==> src/rtl/cpu_ctrl_fsm.sv <==
// cpu_ctrl_fsm: Moore controller that sequences fetch, decode, execute,
// write-back and LDR/STR memory access for the simple RISC datapath.
// One instruction is in flight at a time; the IR is held after IF2.
//
// state    | meaning
// ---------+--------------------------------------------------------
// RST      | reset, PC forced to 0
// IF1      | instruction fetch, address from PC
// IF2      | instruction fetch, IR load
// UPD_PC   | PC <= PC + 1
// DECODE   | branch on {opcode,op}
// WR_IMM   | Rn <= sximm8
// GET_A    | A <= Rn
// GET_B    | B <= Rm
// EXEC     | C <= ALU result, or status flags for CMP
// WR_REG   | Rd <= C
// ADDR     | C <= Rn + sximm5 (effective address)
// LD_ADDR  | data address register <= C
// MEM_RD   | memory read, address from data address register
// LDR_WB   | Rd <= mdata
// STR_B    | B <= Rd
// STR_C    | C <= 0 + B (store data)
// STR_WR   | memory write
// HALT     | stopped until reset
module cpu_ctrl_fsm #(
  parameter logic [1:0] MEM_NONE  = 2'b00,
  parameter logic [1:0] MEM_READ  = 2'b01,
  parameter logic [1:0] MEM_WRITE = 2'b10
) (
  input  logic       clk,
  input  logic       reset_n,
  input  logic [2:0] opcode,
  input  logic [1:0] op,
  output logic [2:0] nsel,
  output logic       loada,
  output logic       loadb,
  output logic       loadc,
  output logic       loads,
  output logic       asel,
  output logic       bsel,
  output logic [1:0] vsel,
  output logic       write,
  output logic       load_ir,
  output logic       load_pc,
  output logic       reset_pc,
  output logic       addr_sel,
  output logic       load_addr,
  output logic [1:0] mem_cmd,
  output logic       halted
);

  typedef enum logic [4:0] {
    S_RST     = 5'd0,
    S_IF1     = 5'd1,
    S_IF2     = 5'd2,
    S_UPD_PC  = 5'd3,
    S_DECODE  = 5'd4,
    S_WR_IMM  = 5'd5,
    S_GET_A   = 5'd6,
    S_GET_B   = 5'd7,
    S_EXEC    = 5'd8,
    S_WR_REG  = 5'd9,
    S_ADDR    = 5'd10,
    S_LD_ADDR = 5'd11,
    S_MEM_RD  = 5'd12,
    S_LDR_WB  = 5'd13,
    S_STR_B   = 5'd14,
    S_STR_C   = 5'd15,
    S_STR_WR  = 5'd16,
    S_HALT    = 5'd17
  } state_t;

  state_t     state, state_nxt;
  logic [4:0] instr;
  // Instruction class is latched in DECODE so EXEC/LD_ADDR outputs and
  // branches depend only on registered state (keeps the machine Moore).
  logic       is_cmp, is_mov_reg, is_str;

  assign instr = {opcode, op};

  // State register with asynchronous reset to RST.
  always_ff @(posedge clk or negedge reset_n) begin
    if (!reset_n) state <= S_RST;
    else          state <= state_nxt;
  end

  // Capture the instruction class while in DECODE.
  always_ff @(posedge clk or negedge reset_n) begin
    if (!reset_n) begin
      is_cmp     <= 1'b0;
      is_mov_reg <= 1'b0;
      is_str     <= 1'b0;
    end else if (state == S_DECODE) begin
      is_cmp     <= (instr == 5'b101_01);
      is_mov_reg <= (instr == 5'b110_00);
      is_str     <= (instr == 5'b100_00);
    end
  end

  // Next-state logic; unreachable encodings fall back to RST.
  always_comb begin
    state_nxt = S_RST;
    case (state)
      S_RST:     state_nxt = S_IF1;
      S_IF1:     state_nxt = S_IF2;
      S_IF2:     state_nxt = S_UPD_PC;
      S_UPD_PC:  state_nxt = S_DECODE;
      S_DECODE: begin
        casez (instr)
          5'b110_10: state_nxt = S_WR_IMM;
          5'b110_00: state_nxt = S_GET_B;
          5'b101_??: state_nxt = S_GET_A;
          5'b011_00: state_nxt = S_GET_A;
          5'b100_00: state_nxt = S_GET_A;
          5'b111_??: state_nxt = S_HALT;
          default:   state_nxt = S_IF1;
        endcase
      end
      S_WR_IMM:  state_nxt = S_IF1;
      S_GET_A:   state_nxt = (instr == 5'b011_00 || instr == 5'b100_00) ? S_ADDR : S_GET_B;
      S_GET_B:   state_nxt = S_EXEC;
      S_EXEC:    state_nxt = is_cmp ? S_IF1 : S_WR_REG;
      S_WR_REG:  state_nxt = S_IF1;
      S_ADDR:    state_nxt = S_LD_ADDR;
      S_LD_ADDR: state_nxt = is_str ? S_STR_B : S_MEM_RD;
      S_MEM_RD:  state_nxt = S_LDR_WB;
      S_LDR_WB:  state_nxt = S_IF1;
      S_STR_B:   state_nxt = S_STR_C;
      S_STR_C:   state_nxt = S_STR_WR;
      S_STR_WR:  state_nxt = S_IF1;
      S_HALT:    state_nxt = S_HALT;
      default:   state_nxt = S_RST;
    endcase
  end

  // Moore outputs decoded from the current state.
  always_comb begin
    nsel      = 3'b000;
    loada     = 1'b0;
    loadb     = 1'b0;
    loadc     = 1'b0;
    loads     = 1'b0;
    asel      = 1'b0;
    bsel      = 1'b0;
    vsel      = 2'b00;
    write     = 1'b0;
    load_ir   = 1'b0;
    load_pc   = 1'b0;
    reset_pc  = 1'b0;
    addr_sel  = 1'b0;
    load_addr = 1'b0;
    mem_cmd   = MEM_NONE;
    halted    = 1'b0;
    case (state)
      S_RST: begin
        reset_pc = 1'b1;
        load_pc  = 1'b1;
      end
      S_IF1: begin
        addr_sel = 1'b1;
        mem_cmd  = MEM_READ;
      end
      S_IF2: begin
        addr_sel = 1'b1;
        mem_cmd  = MEM_READ;
        load_ir  = 1'b1;
      end
      S_UPD_PC: load_pc = 1'b1;
      S_WR_IMM: begin
        nsel  = 3'b001;
        vsel  = 2'b10;
        write = 1'b1;
      end
      S_GET_A: begin
        nsel  = 3'b001;
        loada = 1'b1;
      end
      S_GET_B: begin
        nsel  = 3'b100;
        loadb = 1'b1;
      end
      S_EXEC: begin
        loads = is_cmp;
        loadc = !is_cmp;
        asel  = is_mov_reg;
      end
      S_WR_REG: begin
        nsel  = 3'b010;
        write = 1'b1;
      end
      S_ADDR: begin
        bsel  = 1'b1;
        loadc = 1'b1;
      end
      S_LD_ADDR: load_addr = 1'b1;
      S_MEM_RD:  mem_cmd = MEM_READ;
      S_LDR_WB: begin
        mem_cmd = MEM_READ;
        nsel    = 3'b010;
        vsel    = 2'b11;
        write   = 1'b1;
      end
      S_STR_B: begin
        nsel  = 3'b010;
        loadb = 1'b1;
      end
      S_STR_C: begin
        asel  = 1'b1;
        loadc = 1'b1;
      end
      S_STR_WR: mem_cmd = MEM_WRITE;
      S_HALT:   halted = 1'b1;
      default: ;
    endcase
  end

endmodule
==> config.mk <==
export PLATFORM = sky130hd
export DESIGN_NAME = cpu_ctrl_fsm
export DESIGN_NICKNAME = d
export VERILOG_FILES = /design/src/rtl/cpu_ctrl_fsm.sv
export SDC_FILE = /design/constraint.sdc
export NUM_CORES = 1
export LEC_CHECK = 0
export BUFFER_PORTS_ARGS = -buffer_cell sky130_fd_sc_hd__buf_2
export CAP_MARGIN = 5
export CORE_UTILIZATION = 52
export CTS_CLUSTER_DIAMETER = 100
export DETAILED_ROUTE_END_ITERATION = 6
export GPL_TIMING_DRIVEN = 1
export PLACE_DENSITY = 0.81
export SLEW_MARGIN = 20
export SYNTH_ARGS = -nofsm -noshare
export SYNTH_HDL_FRONTEND = slang
export SYNTH_SLANG_ARGS = --single-unit
==> constraint.sdc <==
create_clock -name clk -period 2.7 [get_ports clk]
set_input_delay 0.54 -clock clk [delete_from_list [all_inputs] [get_ports clk]]
set_output_delay 0.54 -clock clk [all_outputs]
set_load 0.03 [all_outputs]
Word-level counts from Yosys, hierarchy flattened
Index checks and enable logic that the tools add are counted.
{"block": "totals", "register_bits": 8, "out_inout_bits": 20, "word_cells": 62}
{"block": "classes", "n_eq_ne": 24, "n_mux": 21, "reduce_logical": 13}
{"operator": "one-hot mux 5 bit (14 select lines)", "n": 1}
{"operator": "== test 5 x 4 -> 1 bit, second input constant", "n": 9}
{"operator": "== test 5 bit, second input constant", "n": 6}
{"operator": "== test 5 x 3 -> 1 bit, second input constant", "n": 4}
{"operator": "one-hot mux 5 bit (4 select lines)", "n": 1}
{"operator": "2-to-1 mux 1 bit", "n": 11}
{"operator": "== test 5 x 2 -> 1 bit, second input constant", "n": 2}
{"operator": "OR reduction 2 bit", "n": 5}
{"operator": "one-hot mux 3 bit (3 select lines)", "n": 1}
{"operator": "OR reduction 3 bit", "n": 3}
{"operator": "2-to-1 mux 4 bit", "n": 2}
{"operator": "one-hot mux 2 bit (2 select lines)", "n": 2}
{"operator": "== test 3 bit, second input constant", "n": 2}
{"operator": "== test 5 x 1 -> 1 bit, second input constant", "n": 1}
{"operator": "logical NOT 5 bit", "n": 1}
{"operator": "OR reduction 5 bit", "n": 1}
{"operator": "one-hot mux 1 bit (2 select lines)", "n": 2}
{"operator": "OR reduction 4 bit", "n": 1}
{"operator": "2-to-1 mux 2 bit", "n": 1}
{"operator": "logical NOT 1 bit", "n": 1}
{"operator": "logical OR 1 bit", "n": 1}

Longest topological paths before layout
Gate-level depths: netlist (run 1).
{"block": "depth", "word_depth": 4, "mapped_depth": 5, "ltp_nobuf": 4}

Worst setup path after synthesis (run 1)
No wires, ideal clock.
{"block": "synth_timing", "path_kind": "register to output", "startpoint": "reg state[2]", "endpoint": "out load_pc", "arrival_ps": 1707, "t_required_ps": 2160, "path_slack_ps": 453, "path_stages_with_launch": 4, "path_buffers": 1, "path_cell_list": "dfrtp_1 -> clkbuf_1 -> or3_1 -> nor3_1"}
{"block": "synth_between", "elab_chain_cells": 3, "word_cells_on_any_way": 4, "classes_between": "eq/ne (1); mux (1); reduce/logical (2)"}
{"element": "start, declared", "line_no": "73", "source": "state_t state, state_nxt;"}
{"element": "start signal, assigned", "line_no": "84", "source": "else state <= state_nxt;"}
{"element": "== test 5 x 2 -> 1 bit or logical NOT 5 bit (tied branches)", "line_no": "154", "source": "case (state)"}
{"element": "OR reduction 2 bit (no source line) (*)"}
{"element": "2-to-1 mux 1 bit (*)", "line_no": "154"}
{"element": "end, declared", "line_no": "44", "source": "output logic load_pc,"}
Mark *: on every way between the ends. The rest lies on a longest branch, timed or not.

Worst setup path after layout (run 1)
{"block": "layout_timing", "startpoint": "reg state[2]", "endpoint": "out mem_cmd[0]"}
{"block": "layout_between", "elab_chain_cells": 3, "word_cells_on_any_way": 7, "classes_between": "eq/ne (5); mux (1); reduce/logical (1)"}
{"element": "== test 5 x 4 -> 1 bit, or another cell as far along", "line_no": "154"}
{"element": "OR reduction 4 bit (no source line)"}
{"element": "one-hot mux 2 bit (2 select lines) (*)", "line_no": "154"}
{"element": "end, declared", "line_no": "48", "source": "output logic [1:0] mem_cmd,"}
Marked as above.

==> results of run 1 <==
[cell families (layout without fill, tap and decap cells)]
logic type | after synthesis | in the layout | synth area share, %
flip-flops | 8 | 8 | 25.3
buffers and inverters | 10 | 30 | 5.70
XOR/XNOR | 2 | 2 | 2.22
multiplexers | 1 | 1 | 1.27
AO/OA/AOI/OAI | 27 | 27 | 23.7
AND/OR/NAND/NOR | 63 | 63 | 41.8
[report_power, final]
group	switching (mW)	total, mW	internal [mW]
Clock	0.0394	0.0902	0.0508
Sequential	0.106	0.260	0.154
Combinational	0.378	0.609	0.231
[through the flow]
| stage | hold slack, ps | power (mW) | setup WS (ps) |
|---|---|---|---|
| after floorplan | 244 | 0.740 | 453 |
| after global placement | 387 | 0.861 | 768 |
| after detailed placement | 390 | 0.866 | 708 |
| after CTS | 129 | 0.958 | 430 |
| after global routing | 127 | 1.03 | 304 |
| final | 122 | 0.960 | 399 |
[how the worst max path moves through the flow]
stage,startpoint,to,depth (start not counted)
final,state[2]$_DFF_PN0_,mem_cmd[0],5
after global routing,state[2]$_DFF_PN0_,mem_cmd[0],5
after CTS,state[2]$_DFF_PN0_,mem_cmd[0],5
after detailed placement,state[2]$_DFF_PN0_,mem_cmd[0],5
after global placement,state[2]$_DFF_PN0_,mem_cmd[0],5
after floorplan,state[2]$_DFF_PN0_,load_pc,3
[layout by cell type (no fill, tap or decap), types with 2 or more instances in the layout]
| master | instances |
|---|---|
| sky130_fd_sc_hd__or3_1 | 2 |
| sky130_fd_sc_hd__buf_2 | 26 |
| sky130_fd_sc_hd__nand3_1 | 2 |
| sky130_fd_sc_hd__a21o_1 | 2 |
| sky130_fd_sc_hd__a21oi_1 | 8 |
| sky130_fd_sc_hd__nor2_1 | 13 |
| sky130_fd_sc_hd__nor2b_1 | 9 |
| sky130_fd_sc_hd__clkbuf_4 | 3 |
| sky130_fd_sc_hd__nand2b_1 | 5 |
| sky130_fd_sc_hd__nor3b_1 | 2 |
| sky130_fd_sc_hd__dfrtp_1 | 8 |
| sky130_fd_sc_hd__o31ai_1 | 2 |
| sky130_fd_sc_hd__o21ai_0 | 3 |
| sky130_fd_sc_hd__o22a_1 | 2 |
| sky130_fd_sc_hd__nor3_1 | 6 |
| sky130_fd_sc_hd__nand2_1 | 16 |
[worst register-to-register path: stages, from the launching register on]
cell and delay (ps):
sky130_fd_sc_hd__dfrtp_1 580, sky130_fd_sc_hd__or3b_4 470, sky130_fd_sc_hd__nand2b_4 200, sky130_fd_sc_hd__o32a_1 360, sky130_fd_sc_hd__nand3_1 70
[layout make-up]
cell class,count,area [um^2],share of cell area [%]
multi-input cells,93,546,59.2
flip-flops and latches,8,200,21.7
repair buffers,26,130,14.1
clock buffers,3,22.5,2.45
well taps,15,18.8,2.04
inverters,1,3.75,0.408
[routing by layer]
| metal | track usage, % | part of all wire (%) |
|---|---|---|
| met4 | 10.0 | 0.96 |
| met2 | 33.6 | 45 |
| met3 | 0 | 5.2 |
| met1 | 31.8 | 49 |
| met5 | 0 | 0 |
==> summary.txt, run 1 <==
Layout
  • Fraction of layout cells with a size suffix above 1: 24.4%
  • Post-Route Utilization: 68.2%
  • Post-layout instance count excluding filler cells: 146
  • Antenna diode instance count: 0
  • Fill cell instance count of the final layout: 134
  • Synth-to-Final Area Change: 16.5%
  • Flip-flop count of the largest register after layout: 5
  • Layout Cell Area excl Fill: 921 um^2
  • Largest reg by FF count: state
  • Fin nets: 140

Placement
  • Dpl cell area: 898 um^2
  • Placed Cells incl. Taps: 143
  • Routability congestion estimate: 0.808
  • IO Port Bufs: 26
  • Final HPWL from detailed placement: 1320 um

Pwr
  • Maximum ir drop on the vdd rail: 0.000620 V
  • Cell leakage power: 0.446 nW
  • Power per unit of standard cell area: 1040 mW/mm^2

Drt
  • Average routed wire per standard cell: 12.1 um
  • Wire length after detailed routing: 1760 um
  • Ratio of routed vias to standard cells: 5.86
  • First-pass detailed-route iteration total: 4
  • DRC marker count from the first detailed-route iteration: 37
  • Drt drc: 0
  • Count of vias placed by the detailed router: 856
  • Remaining antenna violation count after routing: 0

Critical path
  • CP max-delay cell: sky130_fd_sc_hd__dfrtp_1
  • Worst Path Arrival: 1760 ps
  • Type of destination of the critical path: primary output
  • Start of the worst register-to-register path: state[2]$_DFF_PN0_
  • Reg2reg path depth: 4
  • Slowest cell delay on critical path: 520 ps
  • Capturing point of the worst reg2reg path: state[0]$_DFF_PN0_
  • Crit Path Class: register to primary output
  • Setup crit start kind: register
  • CP bufs+invs: 1
  • Critical Path Fanout Max: 15
  • Kind of cell adding the most delay to the critical path: flip-flops
  • Setup slack of the most critical reg-to-reg path: 970 ps
  • Worst EP required: 2160 ps
  • Ordered cell list for the critical path: nor2_1 -> nand2_1 -> a21o_1 -> a21oi_1 -> buf_2

Yosys
  • Share of flip-flops with an asynchronous set or reset after synthesis: 100%
  • Post-Synthesis Net Count: 118
  • Cell count after synthesis: 111
  • Count of yosys warnings during synthesis: 0
  • Largest area contributor in the netlist: sky130_fd_sc_hd__dfrtp_1
  • Top-area cell type share of the netlist area: 25.3%
  • Post-synthesis cell area: 791 um^2
  • Average size of a mapped cell: 7.12 um^2
  • Number of unique standard cell types used by synthesis: 39
  • Main area contributors after synthesis: sky130_fd_sc_hd__dfrtp_1, sky130_fd_sc_hd__nand2_1, sky130_fd_sc_hd__nor2b_1, sky130_fd_sc_hd__nor2_1, sky130_fd_sc_hd__a21oi_1
  • Flip-flop cell with the highest count after synthesis: sky130_fd_sc_hd__dfrtp_1
  • Fraction of the yosys area taken by sequential cells: 25.3%
  • Most used standard cell by instance count after synthesis: sky130_fd_sc_hd__nand2_1
  • Number of storage elements in the synthesis netlist: 8
  • Number of flops mapped to enable cells by yosys: 0
  • Top cell types by occurrence after synthesis: sky130_fd_sc_hd__nand2_1, sky130_fd_sc_hd__nor2_1, sky130_fd_sc_hd__nor2b_1

Floorplanning
  • Horizontal extent of the die: 41.0 um
  • Die outline area: 0.00168 mm^2
  • Number of standard-cell rows in the floorplan: 13
  • Starting utilization of the core area: 58.6%
  • Boundary pin count: 27
  • Core Footprint: 0.00135 mm^2
  • Vertical die dimension: 41.0 um

CTS
  • Post CTS Setup Buffer Count: 0
  • Clock slew seen by the registers of the worst setup and hold paths: 50 ps
  • Number of H-tree levels: 1
  • Clk Latency, worst-skew pair: 250 ps
  • Worst-case clock buffer depth: 2
  • TritonCTS buffer count: 3
  • Post-CTS Hold Buffers: 0
  • Clock tree from TritonCTS: built
  • Clock Root Buffer: sky130_fd_sc_hd__clkbuf_4
  • Post-cts sizing count: 0
  • Clk sinks: 8

STA
  • Actual transition at the worst max-transition pin: 596 ps
  • Final cycle utilization of the critical path: 85.2%
  • Worst rel slew slack: 60.2%
  • Setup Viol. Count Final: 0
  • Final Hold Vio Count: 0
  • Clock skew: 3.15 ps
  • Final period demand of the worst path: 2300 ps
  • Final-layout setup total negative slack: 0 ps
  • Total count of max-transition violations in the final report: 0
  • Fmax: 435 MHz
  • Unrepaired setup endpoints after global routing: false

GRT
  • Antenna violations before repair: 0
  • Global-route wire length before repair: 2480 um
  • Overflow after GRT: 0
  • Gr usage total: 21.9%
  • Via count of the first global-routing pass: 580
  • Largest net degree at the start of global routing: 21

Job
  • Max Cap Viol: 0

Worst hold path
  • Path class of the lowest-slack min-delay path: input port to async pin

Run status
  • Run status: complete, no violations
No activity file was read; power rests on OpenSTA's default activity.
==> run 2: changes to the inputs <==
ABC_AREA = 1   (was not set)
PLACE_DENSITY = 0.82   (was 0.81)
==> run 2 against run 1 <==
Against the previous run:
- clock skew grew 3.4 ps
- synthesized cell count grew 13%
- cell count grew 15%
- clock-buffer cell count is the same
- synthesized area shrank 2.4%
- power grew 2.3%
- design area grew 1.9%
- combinational power grew 10%
- global-route usage grew 5.7 points
- die area shrank 2.3%
- utilization grew 2.1 points
- critical path type unchanged
==> summary.txt, run 2 <==
Run status
  • Run status: complete, no violations

Layout
  • Fraction of layout cells with a size suffix above 1: 31.4% (+6.9 points)
  • Most common cell after layout, fill and taps aside: sky130_fd_sc_hd__buf_2
  • Most frequent cells in the layout: sky130_fd_sc_hd__buf_2, sky130_fd_sc_hd__nand2_1, sky130_fd_sc_hd__nor2_1, sky130_fd_sc_hd__inv_1, sky130_fd_sc_hd__nand3_1
  • Flip-flop count of the largest register after layout: 5 (unchanged)
  • Antenna diode instance count: 0 (unchanged)
  • Synth-to-Final Area Change: 21.6%
  • Largest reg by FF count: state
  • Fin nets: 162 (+16%)

Yosys
  • Number of unique standard cell types used by synthesis: 21 (-46%)
  • Top cell types by occurrence after synthesis: sky130_fd_sc_hd__nand2_1, sky130_fd_sc_hd__nor2_1, sky130_fd_sc_hd__inv_1
  • Count of yosys warnings during synthesis: 0 (unchanged)
  • Cell count after synthesis: 125 (+13%)
  • Most used standard cell by instance count after synthesis: sky130_fd_sc_hd__nand2_1
  • Flip-flop cell with the highest count after synthesis: sky130_fd_sc_hd__dfrtp_1
  • Top-area cell type share of the netlist area: 25.9% (+0.62 points)
  • Average size of a mapped cell: 6.18 um^2 (-13%)
  • Fraction of the yosys area taken by sequential cells: 25.9% (+0.62 points)
  • Largest area contributor in the netlist: sky130_fd_sc_hd__dfrtp_1
  • Main area contributors after synthesis: sky130_fd_sc_hd__dfrtp_1, sky130_fd_sc_hd__nand2_1, sky130_fd_sc_hd__nor2_1, sky130_fd_sc_hd__inv_1, sky130_fd_sc_hd__nand3_1
  • Post-Synthesis Net Count: 132 (+12%)
  • Number of storage elements in the synthesis netlist: 8 (unchanged)
  • Share of flip-flops with an asynchronous set or reset after synthesis: 100% (unchanged)
  • Post-synthesis cell area: 772 um^2 (-2.4%)
  • Number of flops mapped to enable cells by yosys: 0 (unchanged)

Critical path
  • Crit Path Class: register to primary output
  • Critical Path Fanout Max: 10 (-5)
  • Capturing point of the worst reg2reg path: state[1]$_DFF_PN0_
  • First element of the critical path: state[4]$_DFF_PN0_
  • Setup crit start kind: register
  • Reg2reg path depth: 6 (+2)
  • Setup slack of the most critical reg-to-reg path: 1410 ps (+440 ps)
  • Worst EP required: 2160 ps (about the same)
  • Worst Path Arrival: 1600 ps (-160 ps)
  • Start of the worst register-to-register path: state[0]$_DFF_PN0_
  • Type of destination of the critical path: primary output

Pwr
  • Cell leakage power: 0.590 nW (+32%)
  • Total power after layout: 982 uW (+2.3%)
  • Power per unit of standard cell area: 1050 mW/mm^2 (+0.44%)
  • Maximum ir drop on the vdd rail: 0.000565 V (-8.9%)

Floorplanning
  • Die outline area: 0.00164 mm^2 (-2.3%)
  • Boundary pin count: 27 (unchanged)
  • Starting utilization of the core area: 57.9% (-0.69 points)
  • Vertical die dimension: 40.5 um (-1.1%)
  • Number of standard-cell rows in the floorplan: 13 (unchanged)
  • Core Footprint: 0.00133 mm^2 (-1.2%)
  • Horizontal extent of the die: 40.5 um (-1.1%)

CTS
  • Post CTS Setup Buffer Count: 0 (unchanged)
  • Post-CTS Hold Buffers: 0 (unchanged)
  • Clock slew seen by the registers of the worst setup and hold paths: 50 ps (about the same)
  • Clk sinks: 8 (unchanged)
  • TritonCTS buffer count: 3 (unchanged)
  • Clock Root Buffer: sky130_fd_sc_hd__clkbuf_4
  • Number of H-tree levels: 1 (unchanged)
  • Worst-case clock buffer depth: 2 (unchanged)
  • Clk Latency, worst-skew pair: 250 ps (about the same)
  • Post-cts sizing count: 0 (unchanged)
  • Clock tree from TritonCTS: built

STA
  • Clock skew: 6.59 ps (+3.44 ps)
  • Setup Viol. Count Final: 0 (unchanged)
  • Worst rel slew slack: 77.2% (+17 points)
  • Fmax: 468 MHz (+7.7%)
  • Final-layout setup total negative slack: 0 ps (unchanged)
  • Final period demand of the worst path: 2140 ps (-164 ps)
  • Final cycle utilization of the critical path: 79.1% (-6.1 points)
  • Unrepaired setup endpoints after global routing: false
  • Final Hold Vio Count: 0 (unchanged)
  • Actual transition at the worst max-transition pin: 341 ps (-255 ps)
  • Total count of max-transition violations in the final report: 0 (unchanged)

GRT
  • Gr usage total: 27.6% (+5.7 points)
  • Via count of the first global-routing pass: 713 (+23%)
  • Overflow after GRT: 0 (unchanged)
  • Global-route wire length before repair: 2890 um (+16%)
  • Largest net degree at the start of global routing: 11 (-48%)
  • Antenna violations before repair: 0 (unchanged)

Worst hold path
  • Path class of the lowest-slack min-delay path: input port to async pin

Placement
  • Final HPWL from detailed placement: 1620 um (+23%)
  • Routability congestion estimate: 0.792 (-2.0%)
  • IO Port Bufs: 26 (unchanged)

Drt
  • Count of vias placed by the detailed router: 886 (+3.5%)
  • Wire length after detailed routing: 1970 um (+12%)
  • Ratio of routed vias to standard cells: 5.27 (-10%)
  • Drt drc: 0 (unchanged)
  • DRC marker count from the first detailed-route iteration: 28 (-24%)
  • First-pass detailed-route iteration total: 4 (unchanged)
  • Average routed wire per standard cell: 11.7 um (-2.8%)
  • Remaining antenna violation count after routing: 0 (unchanged)

Job
  • Max Cap Viol: 0 (unchanged)
run 2: cell types whose count changed after synthesis, moves of 7 or more:
cell,previous run,this run
sky130_fd_sc_hd__nor2b_1,9,0
sky130_fd_sc_hd__nor2_1,13,23
sky130_fd_sc_hd__nand2_1,16,25
sky130_fd_sc_hd__nand3_1,2,12
sky130_fd_sc_hd__clkbuf_1,7,0
sky130_fd_sc_hd__inv_1,1,19
run 2: critical path, stage by stage, from the launching register on:
cell and delay (ps):
sky130_fd_sc_hd__dfrtp_1 420, sky130_fd_sc_hd__inv_2 190, sky130_fd_sc_hd__nand2_1 100, sky130_fd_sc_hd__nor2_1 190
sky130_fd_sc_hd__nand2_1 90, sky130_fd_sc_hd__o21ai_0 140, sky130_fd_sc_hd__buf_2 210
run 2: cell families after synthesis:
group / after synthesis / share of synthesized area [%]
flip-flops: 8 / 25.9
AO/OA/AOI/OAI: 12 / 8.43
buffers and inverters: 25 / 12.3
AND/OR/NAND/NOR: 80 / 53.3
run 2: worst max-delay path by stage:
stage,end,slack [ps],cells past startpoint
2_1_floorplan,asel,610,5
3_3_place_gp,asel,900,6
3_5_place_dp,asel,850,6
4_1_cts,asel,570,6
5_1_grt,mem_cmd[0],420,7
6_report,asel,560,6
run 2: power by group:
part,internal (mW),switching [mW]
Sequential,0.162,0.0593
Clock,0.0508,0.0394
Combinational,0.189,0.482
Total,0.401,0.581
run 2: cell type report:
| type | instances | area (um^2) |
|---|---|---|
| multi-input cells | 92 | 477 |
| fillers | 117 | 395 |
| flip-flops and latches | 8 | 200 |
| repair buffers | 26 | 130 |
| inverters | 24 | 90.1 |
| clock buffers | 3 | 22.5 |
| well taps | 15 | 18.8 |
run 2: per-stage QoR:
step / worst slack (ps) / hold slack, ps / utilization [%] / instances / instance area (um^2)
3_5_place_dp: 848 / 387 / 68.7 / 165 / 916
4_1_cts: 570 / 114 / 70.4 / 168 / 938
5_1_grt: 424 / 116 / 70.4 / 168 / 938
6_report: 563 / 114 / 70.4 / 168 / 938
2_1_floorplan: 605 / 244 / - / 125 / 772
3_3_place_gp: 902 / 387 / 68.7 / 165 / 916
run 2: metal layers:
metal	vias up	routed length, um	GRT usage [%]
met5	-	0	0
met3	7	95	7.78
met2	27	1070	49.6
met4	0	29	11.7
met1	402	777	29.7
li1	450	-	-
